**src/rtl/unidade_load_store.sv**
```systemverilog
// Load/store unit: lh/sh halfword accesses on a req/ack data bus, sign-extended read-back.
// Optional bus timeout is built only when LSU_TIMEOUT_EN is defined.
module unidade_load_store #(
  parameter int TIMEOUT_CICLOS = 15
) (
  input  logic        clock,
  input  logic        reset_n,
  input  logic        inicio,
  input  logic        eh_escrita,
  input  logic [31:0] endereco,
  input  logic [31:0] dado_escrita,
  output logic        ocupado,
  output logic        concluido,
  output logic [31:0] dado_lido,
  output logic        erro_alinhamento,
  output logic        erro_timeout,
  output logic        mem_req,
  output logic        mem_we,
  output logic [31:0] mem_end,
  output logic [31:0] mem_wdata,
  output logic [3:0]  mem_be,
  input  logic [31:0] mem_rdata,
  input  logic        mem_ack
);

  // Bus handshake: mem_req rises with the latched request and holds mem_we/mem_end/
  // mem_wdata/mem_be stable until the edge that samples mem_ack=1, then all drop to 0.
  typedef enum logic [1:0] {OCIOSO, REQUISICAO, FIM} estado_t;

  estado_t     estado;
  logic        meia_alta;
  logic        estouro;
  logic [15:0] meia_lida;
  logic        unused_bits;

  assign ocupado     = (estado != OCIOSO);
  assign meia_lida   = meia_alta ? mem_rdata[31:16] : mem_rdata[15:0];
  assign unused_bits = ^dado_escrita[31:16];

`ifdef LSU_TIMEOUT_EN
  localparam logic [4:0] LIMITE = 5'(TIMEOUT_CICLOS);
  logic [4:0] cont;

  // estouro fires on the cycle whose unacked edge would bring cont up to LIMITE
  assign estouro = (estado == REQUISICAO) && !mem_ack && (cont == LIMITE - 5'd1);

  always_ff @(posedge clock or negedge reset_n) begin
    if (!reset_n) begin
      cont         <= 5'd0;
      erro_timeout <= 1'b0;
    end else begin
      erro_timeout <= estouro;
      if (estado != REQUISICAO)
        cont <= 5'd0;
      else if (!mem_ack)
        cont <= cont + 5'd1;
    end
  end
`else
  localparam int unused_timeout = TIMEOUT_CICLOS;
  assign estouro      = 1'b0;
  assign erro_timeout = 1'b0;
`endif

  always_ff @(posedge clock or negedge reset_n) begin
    if (!reset_n) begin
      estado           <= OCIOSO;
      meia_alta        <= 1'b0;
      concluido        <= 1'b0;
      erro_alinhamento <= 1'b0;
      dado_lido        <= 32'd0;
      mem_req          <= 1'b0;
      mem_we           <= 1'b0;
      mem_end          <= 32'd0;
      mem_wdata        <= 32'd0;
      mem_be           <= 4'd0;
    end else begin
      case (estado)
        OCIOSO: begin
          concluido        <= 1'b0;
          erro_alinhamento <= 1'b0;
          if (inicio) begin
            meia_alta <= endereco[1];
            if (endereco[0]) begin
              estado           <= FIM;
              concluido        <= 1'b1;
              erro_alinhamento <= 1'b1;
            end else begin
              estado    <= REQUISICAO;
              mem_req   <= 1'b1;
              mem_we    <= eh_escrita;
              mem_end   <= {endereco[31:2], 2'b00};
              mem_wdata <= {dado_escrita[15:0], dado_escrita[15:0]};
              mem_be    <= eh_escrita ? (endereco[1] ? 4'b1100 : 4'b0011) : 4'b0000;
            end
          end
        end
        REQUISICAO: begin
          if (mem_ack || estouro) begin
            estado    <= FIM;
            concluido <= 1'b1;
            mem_req   <= 1'b0;
            mem_we    <= 1'b0;
            mem_end   <= 32'd0;
            mem_wdata <= 32'd0;
            mem_be    <= 4'd0;
            if (mem_ack && !mem_we)
              dado_lido <= {{16{meia_lida[15]}}, meia_lida};
          end
        end
        FIM: begin
          estado           <= OCIOSO;
          concluido        <= 1'b0;
          erro_alinhamento <= 1'b0;
        end
        default: estado <= OCIOSO;
      endcase
    end
  end

endmodule

```
**config.mk**
```make
export PLATFORM = sky130hd
export DESIGN_NAME = unidade_load_store
export DESIGN_NICKNAME = d
export VERILOG_FILES = /design/src/rtl/unidade_load_store.sv
export SDC_FILE = /design/constraint.sdc
export NUM_CORES = 1
export LEC_CHECK = 0
export CORE_ASPECT_RATIO = 1.4
export CORE_MARGIN = 10
export CORE_UTILIZATION = 40
export DETAILED_ROUTE_END_ITERATION = 10
export DONT_BUFFER_PORTS = 1
export PLACE_DENSITY = 0.53
export SLEW_MARGIN = 20
export SYNTH_ARGS = -nofsm -noshare
export SYNTH_HDL_FRONTEND = slang
export SYNTH_SLANG_ARGS = --single-unit
```
**constraint.sdc**
```tcl
create_clock -name clock -period 4.8 [get_ports clock]
set_clock_uncertainty 0.1 [all_clocks]
set_input_delay 0.72 -clock clock [delete_from_list [all_inputs] [get_ports clock]]
set_output_delay 0.72 -clock clock [all_outputs]
set_load 0.05 [all_outputs]
```
==> results of run 1 <==
[cells in the mapped netlist, types with 4 or more instances]
cell type  count  area [um2]
ha_1           6       75.07
nand2_1       19       71.32
mux2i_1       17       170.2
and2b_1       14       105.1
clkbuf_1       8       30.03
mux2_2        50       563.0
inv_1          5       18.77
dfrtp_1       71        1777
nor2b_1       34       212.7
buf_4         37       277.8
buf_6          5       56.30
nor2_1         4       15.01
o21ai_0       17       85.08
[metrics by stage]
stage | setup WS, ns | hold slack, ns | cells
CTS | 1.791 | 0.1956 | 378
global route | 1.435 | 0.1896 | 378
detailed placement | 1.785 | 0.3272 | 362
floorplan | 2.788 | 0.3244 | 306
finish | 1.931 | 0.1678 | 378
global placement | 1.894 | 0.3276 | 362
[registers in the layout, summed over array words and instances (netlist names)]
register          count
mem_be                2
mem_wdata            16
dado_lido            16
estado                2
concluido             1
erro_alinhamento      1
meia_alta             1
mem_end              30
mem_req               1
mem_we                1
[cell type report]
type                            count  area [um2]  area share, %
Tap cell                          105       131.4          3.564
Timing Repair Buffer                4       70.07          1.901
Multi-Input combinational cell    178        1426          38.70
Clock inverter                      1       5.005         0.1358
Sequential cell                    71        1780          48.30
Inverter                            5       18.77         0.5092
Clock buffer                       14       254.0          6.891
[per-layer routing]
| layer | wire length [um] | share of wire, % | track usage [%] | vias to the layer above |
|---|---|---|---|---|
| li1 | - | - | - | 892 |
| met1 | 2761 | 34 | 12.28 | 965 |
| met2 | 4115 | 51 | 20.42 | 98 |
| met3 | 1001 | 13 | 5.876 | 9 |
| met4 | 129 | 1.6 | 5.669 | 0 |
| met5 | 0 | 0 | 0 | - |
[path summary, 6_finish.rpt]
kind	slack [ns]	to
hold / removal	0.17	mem_end[8]
setup / recovery	1.93	dado_lido[1]
max in group asynchronous	4.08	dado_lido[15]
min in group clock	0.43	erro_alinhamento
hold reg to reg	0.48	estado[1]
setup reg to reg	1.93	dado_lido[1]
[cell families (layout without fill, tap and decap cells)]
| logic type | after synthesis | in the layout |
|---|---|---|
| mux | 70 | 70 |
| compound gates | 21 | 21 |
| flops | 71 | 71 |
| buf+inv | 57 | 24 |
| other cells | 1 | 3 |
| fa+ha+maj | 6 | 6 |
| simple gates | 78 | 78 |
==> results.yml, run 1 <==
setup_path:
  crit_path_max_fanout: 50
  path_class: "reg2reg"
  crit_path_start: "estado[1]"
  worstPathArrival_ns: 2.98
  crit_buf_inv: 1
  cp_data_required_time_ns: 4.91
  cpLargestDelayFamily: "simple AND/OR/NAND/NOR gates"
  endpoint_kind: "flip-flop"
  crit_chain: "inv_1 > ha_2 > nand3b_1 > o21ai_0"
  max_stage_delay_ns: 0.83
  crit_path_top_delay_cell: "nand3b_1"
  path_depth: 4
  r2r_start: "estado[1]"
  critPathLaunchType: "flip-flop"
  reg2regPathDepth: 4
synth:
  synth.distinct_cells: 24
  netlist_area_um2: 3586
  synth-compound-area-share_pct: 3.350
  synth_cells: 304
  synth_edf_count: 0
  synth_seq_cells: 71
  synth_simple_gate_area_share_pct: 12.56
  synthMuxAreaShare_pct: 21.39
  yosysSeqAreaShare_pct: 49.55
  synth_fa_ha_area_share_pct: 2.094
  synth_xor_area_share_pct: 0
  async_reset_ff_share_pct: 100.0
  yosys_warnings: 0
  synthFlopType: "dfrtp_1"
  synth_top_family_by_area: "multiplexers"
  syn-mean-instance-area_um2: 11.80
cts:
  post-cts-setup-buffers: 0
  clock_path_buffers: 2
  clkTransAtPathRegs_ns: 0.05
  clk_latency_ns: 0.32
  cts.sinks: 71
  numCtsBuffers: 9
  cts_resized: 0
  cts_max_level: 3
  cts_hold_buf: 1
  cts_tree: "done"
  clockRootBuffer: "clkbuf_16"
sta:
  grt_setup_unrepaired: "false"
  tightestPinTransition_ns: 1.028
  fmax_mhz: 348.6
  final-setup-viol-count: 0
  fin_crit_ns: 2.869
  period_share_pct: 59.77
  slew_headroom_pct: 31.48
  timing.final.hold_violations: 0
  tns_ns: 0
  drv_slew: 0
routing:
  wl_mm: 8.008
  routed-via-count: 1964
  viasPerCell: 5.196
  drc: 0
  first_iter_violations: 52
  first_pass_iters: 4
  drtAntennaViolNets: 0
  wire_per_inst_um: 21.19
placed_design:
  hpwl_mm: 5.894
  numPortBuffers: 0
  gp_congestion: 0.7303
  dpl_cell_area_um2: 3400
floorplanning:
  die_w_um: 100.0
  start_util_pct: 41.42
  num_rows: 40
  coreArea_um2: 8658
  die_h_um: 132.0
  io_pins: 207
  dieArea_um2: 13210
grt:
  grt_remaining_overflow: 0
  grt_max_degree: 72
  grt_pass1_vias: 2194
  grt_pass1_wl_mm: 12.72
  grt_usage_pct: 12.17
  antenna_found_initial: 0
layout:
  fill_cells: 839
  final_cell_mix: "dfrtp_1, mux2_2, nor2b_1"
  drive_gt1_share_pct: 24.91
  num_antenna_cells: 0
  post-route-util_pct: 42.57
  stdcell_area_um2: 3686
  area_growth_pct: 2.791
  final_common_cell: "dfrtp_1"
  fin_nets: 376
outcome:
  status: "finished, final reports clean"
job:
  drv_cap: 0
worst_hold_path:
  hold_path_class: "in2async"
Power of run 1 is not shown: default switching activity piles up to over one toggle a cycle in this logic, so the estimate is an artifact.
==> run 2: changes to the inputs <==
- clock period: 4.8 -> 2.8 ns (I/O delays scaled with it)
==> results.yml, run 2 (synthesis gave the netlist of run 1 again) <==
outcome:
  status: "finished, final reports clean"
floorplanning:
  die_w_um: 100.0
  dieArea_um2: 13210
  coreArea_um2: 8658
  io_pins: 207
  num_rows: 40
  start_util_pct: 41.42
  die_h_um: 132.0
cts:
  clockRootBuffer: "clkbuf_16"
  clk_latency_ns: 0.32
  cts_max_level: 3
  post-cts-setup-buffers: 0
  cts.sinks: 71
  numCtsBuffers: 9
  clock_path_buffers: 2
  cts_tree: "done"
  cts_resized: 0
  cts_hold_buf: 2
  clkTransAtPathRegs_ns: 0.05
sta:
  tightestPinTransition_ns: 0.9494
  fin_crit_ns: 2.220
  fmax_mhz: 450.5
  timing.final.hold_violations: 0
  slew_headroom_pct: 36.70
  drv_slew: 0
  final-setup-viol-count: 0
  grt_setup_unrepaired: "false"
  tns_ns: 0
  period_share_pct: 79.29
layout:
  fin_nets: 380
  num_antenna_cells: 0
  top_register: "mem_end"
  largest_reg_flops: 30
  fill_cells: 819
  drive_gt1_share_pct: 26.09
  reg_top3: "mem_end (30), dado_lido (16), mem_wdata (16)"
  area_growth_pct: 4.222
  final_common_cell: "dfrtp_1"
  final_cell_mix: "dfrtp_1, mux2_2, nor2b_1"
grt:
  use_met1_pct: 11.54
  grt_pass1_vias: 2181
  grt_usage_pct: 12.02
  top_usage_layer: "met2"
  grtUsageMet2_pct: 20.13
  grt_pass1_wl_mm: 12.50
  use_met3_pct: 6.453
  grt_remaining_overflow: 0
  grt_max_degree: 72
  antenna_found_initial: 0
placed_design:
  hpwl_mm: 5.971
  numPortBuffers: 0
  gp_congestion: 0.6941
setup_path:
  cp_data_required_time_ns: 2.91
  worstPathArrival_ns: 2.33
  endpoint_kind: "flip-flop"
  critPathLaunchType: "flip-flop"
  path_class: "reg2reg"
  crit_path_max_fanout: 25
worst_hold_path:
  hold_path_class: "in2reg"
routing:
  drc: 0
  first_iter_violations: 45
  wl_mm: 7.928
  wire_per_inst_um: 20.81
  first_pass_iters: 4
  viasPerCell: 5.115
  routed-via-count: 1949
  drtAntennaViolNets: 0
job:
  drv_cap: 0
[run 2: cell types whose count changed in the layout (fill, tap and decap cells not counted), sizes merged]
cell         change
buf              +3
clkbuf           -1
dlygate4sd3      +1
[run 2: worst max-delay path, stage by stage, from the launching register on]
cell and delay (ns):
dfrtp_1 0.39, inv_1 0.11, ha_1 0.27, and2b_1 0.25, a211oi_4 0.23, buf_4 0.35, mux2_2 0.38
[run 2: final timing paths]
kind / startpoint / end / slack (ns) / depth (start not counted)
worst min register to register: estado[1] / estado[1] / 0.48 / 1
max in group asynchronous: reset_n / dado_lido[15] / 1.75 / 2
worst max-delay path: estado[1] / mem_end[4] / 0.58 / 6
worst max register to register: estado[1] / mem_end[4] / 0.58 / 6
min in group asynchronous: reset_n / mem_end[8] / 0.54 / 2
worst min-delay path: endereco[0] / erro_alinhamento / 0.13 / 2
[run 2: cell type report]
class                      count  area [um2]  share of cell area (%)
multi-input combinational    178        1426                   38.17
inverter                       5       18.77                  0.5022
clock buffer                  13       260.3                   6.964
tap                          105       131.4                   3.515
timing repair buffer           8       115.1                   3.080
clock inverter                 1       5.005                  0.1339
sequential                    71        1780                   47.64
[run 2: per-layer routing]
metal | routed length (um) | share of wire, % | vias to the layer above
met1 | 2673 | 34 | 943
met3 | 1058 | 13 | 12
li1 | - | - | 895
met2 | 4041 | 51 | 99
met5 | 0 | 0 | -
met4 | 155 | 2.0 | 0
[run 2: per-stage QoR]
stage          util, %  cell area, um2  worst slack (ns)  hold slack, ns  cells
4_1_cts          43.16            3737            0.5375          0.1258    381
5_1_grt          43.16            3737            0.4346          0.1319    381
3_5_place_dp     39.67            3435            0.5405         0.02718    365
2_1_floorplan        -            3593            0.8303         0.02441    306
3_3_place_gp     39.67            3435            0.5784         0.02743    365
6_report         43.16            3737            0.5800          0.1308    381
Power of run 2 is left out for the same reason.
